## src/rtl/flash_read_arbiter.sv

```systemverilog
// Two-port round-robin burst arbiter in front of a single-byte SPI flash reader.
// Issues one read per byte, never more than one outstanding, with per-read timeout.
module flash_read_arbiter #(
  parameter int LEN_W   = 8,
  parameter int TIMEOUT = 1023
) (
  input  logic             clk,
  input  logic             rstn,
  input  logic             req0,
  input  logic             req1,
  input  logic [23:0]      addr0,
  input  logic [23:0]      addr1,
  input  logic [LEN_W-1:0] len0,
  input  logic [LEN_W-1:0] len1,
  output logic             gnt0,
  output logic             gnt1,
  output logic [7:0]       rd_data,
  output logic             rd_valid0,
  output logic             rd_valid1,
  input  logic             rd_ack0,
  input  logic             rd_ack1,
  output logic             done0,
  output logic             done1,
  output logic             err,
  output logic             fl_read,
  output logic [23:0]      fl_addr,
  input  logic             fl_ready,
  input  logic [7:0]       fl_data,
  output logic             busy
);

  // The wait counter only has to reach TIMEOUT-1 before the abort decision.
  localparam int CNT_W = (TIMEOUT > 1) ? $clog2(TIMEOUT) : 1;
  localparam logic [CNT_W-1:0] CNT_LAST = CNT_W'(TIMEOUT - 1);

  typedef enum logic [2:0] {
    ST_IDLE,
    ST_ISSUE,
    ST_WAIT,
    ST_HOLD,
    ST_DONE
  } state_e;

  state_e             state_q, state_d;
  logic               owner_q, owner_d;
  logic               last_q, last_d;
  logic               abort_q, abort_d;
  logic [23:0]        addr_q, addr_d;
  logic [LEN_W-1:0]   remain_q, remain_d;
  logic [CNT_W-1:0]   cnt_q, cnt_d;
  logic [7:0]         data_q, data_d;

  logic               win;
  logic [LEN_W-1:0]   winLen;
  logic               ackOwn;

  assign ackOwn = owner_q ? rd_ack1 : rd_ack0;

  always_ff @(posedge clk or negedge rstn) begin
    if (!rstn) begin
      state_q  <= ST_IDLE;
      owner_q  <= 1'b0;
      last_q   <= 1'b1;
      abort_q  <= 1'b0;
      addr_q   <= '0;
      remain_q <= '0;
      cnt_q    <= '0;
      data_q   <= '0;
    end else begin
      state_q  <= state_d;
      owner_q  <= owner_d;
      last_q   <= last_d;
      abort_q  <= abort_d;
      addr_q   <= addr_d;
      remain_q <= remain_d;
      cnt_q    <= cnt_d;
      data_q   <= data_d;
    end
  end

  always_comb begin
    state_d  = state_q;
    owner_d  = owner_q;
    last_d   = last_q;
    abort_d  = abort_q;
    addr_d   = addr_q;
    remain_d = remain_q;
    cnt_d    = cnt_q;
    data_d   = data_q;
    // On a tie the requester that did not win last time takes the bus.
    win      = (req0 && req1) ? ~last_q : req1;
    winLen   = win ? len1 : len0;

    unique case (state_q)
      ST_IDLE: begin
        if (req0 || req1) begin
          owner_d  = win;
          addr_d   = win ? addr1 : addr0;
          remain_d = winLen;
          state_d  = (winLen == '0) ? ST_DONE : ST_ISSUE;
        end
      end
      ST_ISSUE: begin
        cnt_d   = '0;
        state_d = ST_WAIT;
      end
      ST_WAIT: begin
        if (fl_ready) begin
          data_d  = fl_data;
          state_d = ST_HOLD;
        end else if (cnt_q == CNT_LAST) begin
          abort_d = 1'b1;
          state_d = ST_DONE;
        end else begin
          cnt_d = cnt_q + 1'b1;
        end
      end
      ST_HOLD: begin
        if (ackOwn) begin
          if (remain_q == LEN_W'(1)) begin
            state_d = ST_DONE;
          end else begin
            remain_d = remain_q - 1'b1;
            addr_d   = addr_q + 24'd1;
            state_d  = ST_ISSUE;
          end
        end
      end
      ST_DONE: begin
        last_d  = owner_q;
        abort_d = 1'b0;
        state_d = ST_IDLE;
      end
      default: state_d = ST_IDLE;
    endcase
  end

  assign busy      = (state_q != ST_IDLE);
  assign gnt0      = busy && !owner_q;
  assign gnt1      = busy && owner_q;
  assign fl_read   = (state_q == ST_ISSUE);
  assign fl_addr   = addr_q;
  assign rd_data   = data_q;
  assign rd_valid0 = (state_q == ST_HOLD) && !owner_q;
  assign rd_valid1 = (state_q == ST_HOLD) && owner_q;
  assign done0     = (state_q == ST_DONE) && !owner_q;
  assign done1     = (state_q == ST_DONE) && owner_q;
  assign err       = (state_q == ST_DONE) && abort_q;

endmodule

```

## config.mk

```make
export PLATFORM = sky130hd
export DESIGN_NAME = flash_read_arbiter
export DESIGN_NICKNAME = d
export VERILOG_FILES = /design/src/rtl/flash_read_arbiter.sv
export SDC_FILE = /design/constraint.sdc
export NUM_CORES = 1
export LEC_CHECK = 0
export ABC_CLOCK_PERIOD_IN_PS = 1700
export BUFFER_PORTS_ARGS = -buffer_cell sky130_fd_sc_hd__buf_2
export CAP_MARGIN = 20
export CORE_UTILIZATION = 46
export DETAILED_ROUTE_END_ITERATION = 7
export GPL_TIMING_DRIVEN = 0
export PLACE_DENSITY = 0.77
export SLEW_MARGIN = 30
export SYNTH_ARGS = -nofsm -noshare
export SYNTH_HDL_FRONTEND = slang
export SYNTH_SLANG_ARGS = --single-unit
```

## constraint.sdc

```tcl
create_clock -name clk -period 1.7 [get_ports clk]
set_input_delay 0.34 -clock clk [delete_from_list [all_inputs] [get_ports clk]]
set_output_delay 0.34 -clock clk [all_outputs]
set_load 0.05 [all_outputs]
```

==> results.py <==
metrics = {
    "logic_synthesis": {
        "syn-num-nets": 529,
        "synth_top_cell_by_area": "dfrtp_1",
        "yosysWarnings": 0,
        "syn_area_sq_um": 3670,
        "ys_types": 61,
        "yosysSeqAreaShare_pct": 38.2,
        "synth_ff_type": "dfrtp_1",
        "synth_edf_count": 0,
        "synth_top_area_share_pct": 37.5,
        "synth_cells": 445,
        "synth_area_per_cell_sq_um": 8.24,
        "ys_top_cells_by_area": "dfrtp_1 (38%), nand2_1 (8.8%), a21oi_1 (4.8%), nand3_1 (4.8%), nor2_1 (4.1%)",
        "ys_ff_latch": 56,
        "async_flop_share_pct": 100,
    },
    "floorplan": {
        "rows": 32,
        "die_area_sq_um": 8330,
        "die-height_um": 91.3,
        "core_sq_um": 7730,
        "die_w_um": 91.3,
        "pin_count": 120,
        "initial_core_util_pct": 47.5,
    },
    "cells_and_area": {
        "diodes": 0,
        "final_util_pct": 69.8,
        "nets": 707,
        "drive_gt1_share_pct": 46.5,
        "fill_cells": 550,
        "multiInputGateArea_sq_um": 2330,
        "seqCellArea_sq_um": 1430,
        "area_growth_pct": 47.2,
    },
    "global_routing": {
        "track_usage_pct": 32.0,
        "grt_remaining_overflow": 0,
        "antenna_found_initial": 0,
        "grt_pass1_wl_um": 20900,
        "first_global_vias": 4118,
        "grt_max_degree": 57,
    },
    "cts": {
        "numCtsBuffers": 5,
        "cts_tree": "yes",
        "insertion_delay_ns": 0.32,
        "clock-root-buffer": "clkbuf_8",
        "clock-sinks": 56,
        "cts.path.max_buffers": 2,
        "htree_levels": 2,
        "clk_pin_slew_worst_paths_ns": 0.10,
    },
    "outcome": {
        "violations": "negative setup slack",
        "status": "finished with violations",
    },
    "sta": {
        "max_slew_margin_pct": 50.2,
        "tightestPinTransition_ns": 0.747,
        "hold_violations": 0,
        "rsz0062_at_grt": "true",
        "finalSetupTns_ns": -14.42,
        "hold_ws_ns": 0.0659,
        "max_freq_mhz": 473,
        "finalCritPeriodShare_pct": 124,
        "finalCriticalPeriod_ns": 2.12,
        "slew_violations": 0,
        "setup_viol": 54,
        "worst_slack_ns": -0.416,
        "finalClockSkew_ns": 0.00858,
    },
    "min_path": {
        "hp-class": "input port to asynchronous set/reset pin",
    },
    "placed_design": {
        "dpl_worst_slack_ns": -0.556,
        "dp_hpwl_um": 8380,
        "portBuffers": 119,
        "gp_congestion": 0.919,
    },
    "detailed_routing": {
        "wl_um": 14200,
        "drtIter0Drc": 524,
        "via_per_inst": 6.18,
        "num_vias": 4490,
        "detail_route.first_pass.iterations": 6,
        "route.detailed.drc": 0,
        "avgRoutedWirePerCell_um": 19.5,
        "ant_nets": 0,
    },
    "worst_setup_path": {
        "crit_path_start": "remain_q[1]$_DFFE_PN0P_",
        "cpMostUsedCell": "buf_6",
        "crit_chain": "inv_2 -> ha_4 -> or4b_4 -> o21ai_4 -> a21o_1 -> buf_6 -> buf_6 -> a21oi_1 -> o22a_1",
        "critPathCaptureType": "flop",
        "r2r_start": "remain_q[1]$_DFFE_PN0P_",
        "cp.required_ns": 1.92,
        "slowest_stage": "or4b_4",
        "worstPathMaxFanout": 6,
        "crit_type": "flop to flop",
        "worstPathArrival_ns": 2.33,
        "cp-start-kind": "flop",
        "max_stage_delay_ns": 0.50,
    },
    "power_and_ir_drop": {
        "powerDensity_nw_per_um2": 2180,
        "ir_worst_vdd_mv": 0.969,
        "p_leak_nw": 2.50,
    },
    "job": {
        "drv_cap": 0,
    },
}
==> kinds of logic (layout without fill, tap and decap cells) <==
logic type	after synthesis	count (layout)	synth area share [%]
XOR/XNOR	3	3	0.717
adder cells (fa/ha/maj)	5	5	1.71
flip-flops	56	56	38.2
AO/OA/AOI/OAI	120	120	22.8
AND/OR/NAND/NOR	214	215	28.6
multiplexers	10	10	3.00
buffers and inverters	37	215	5.02
==> state kept, by name, summed over array words and instances, names as in the netlist <==
| signal | count |
|---|---|
| abort_q | 1 |
| owner_q | 1 |
| state_q | 3 |
| remain_q | 8 |
| cnt_q | 10 |
| rd_data | 8 |
| last_q | 1 |
| fl_addr | 24 |
==> synth_stat cells (all sizes together), types with 2 or more instances <==
master   count
a41o         4
ha           5
clkbuf      16
o21ai       22
a31oi        9
a32oi        4
dfrtp       55
a311oi       2
a211oi       3
nor3        12
nand4        9
o311ai       2
a2bb2oi      5
o211ai       4
and2         3
mux2         8
mux2i        2
and3        13
nand3       35
nand2       86
or4b         2
inv          8
o22a        11
a21oi       36
xnor2        3
buf         13
o31ai        6
and4         2
a21o         2
nor4         4
nor2        40
==> layout by cell type (no fill, tap or decap), types with 4 or more instances in the layout <==
master / n
nand4_1: 9
clkbuf_8: 7
o31ai_1: 4
buf_8: 7
nor4_1: 4
o21ai_1: 6
a31oi_1: 9
nand3_1: 32
a21oi_1: 25
nor2_4: 6
inv_1: 5
dfrtp_1: 36
clkbuf_1: 5
a21oi_2: 9
nor2_2: 4
nand2_1: 83
clkbuf_2: 6
buf_4: 43
and3_1: 12
a2bb2oi_1: 4
dfrtp_2: 19
nor2_1: 30
buf_2: 111
ha_1: 4
o21ai_0: 12
buf_6: 22
nor3_4: 6
a32oi_1: 4
o22a_1: 11
nor3_1: 4
mux2_2: 8
o211ai_1: 4
==> what timing repair did <==
action | in CTS | in global routing
setup endpoints to repair | 53 | 64
setup buffers | 32 | 24
hold endpoints to repair | 0 | 0
pin swaps | 15 | 16
gates cloned | 2 | 1
hold buffers | 0 | 0
resized for setup | 82 | 41
==> final timing paths <==
path	endpoint	slack, ns	depth (start not counted)
max	fl_addr[9]$_DFFE_PN0P_	-0.42	9
min	fl_addr[7]$_DFFE_PN0P_	0.07	1
max reg2reg	fl_addr[9]$_DFFE_PN0P_	-0.42	9
min reg2reg	rd_data[5]$_DFFE_PN0P_	0.51	1
max in group asynchronous	fl_addr[13]$_DFFE_PN0P_	1.09	1
min in group clk	rd_data[5]$_DFFE_PN0P_	0.25	2
==> worst max-delay path: cells and delay by family, from the launching register on <==
family / cells / cell delay, ns
AO/OA/AOI/OAI: 4 / 0.61
adder cells (fa/ha/maj): 1 / 0.13
buffers and inverters: 3 / 0.37
flip-flops: 1 / 0.41
AND/OR/NAND/NOR: 1 / 0.50
==> power breakdown <==
group	switching (W)	internal (W)	total [W]
clock network	0.000473	0.000521	0.000995
registers	0.000749	0.00196	0.00271
logic	0.00490	0.00317	0.00807
==> cell type report <==
type | count | share of cell area, %
plain buffers | 24 | 3.41
clock buffers | 7 | 1.79
clock inverters | 1 | 0.556
inverters | 8 | 0.603
multi-input cells | 353 | 43.2
flip-flops and latches | 56 | 26.4
well taps | 102 | 2.36
repair buffers | 175 | 21.6
==> metrics by stage <==
step / total power, W / std cells / area (sq um)
after CTS: 0.0109 / 705 / 5120
final: 0.0118 / 726 / 5400
after floorplan: 0.00693 / 445 / 3710
after global routing: 0.0122 / 726 / 5400
after global placement: 0.00836 / 666 / 4430
after detailed placement: 0.00851 / 666 / 4430
==> metal layers <==
layer / GRT usage (%) / part of all wire (%)
met4: 15.1 / 4.0
met2: 50.6 / 48
met3: 5.78 / 9.6
met5: 0 / 0
met1: 42.4 / 38
No activity file was read; power rests on OpenSTA's default activity.
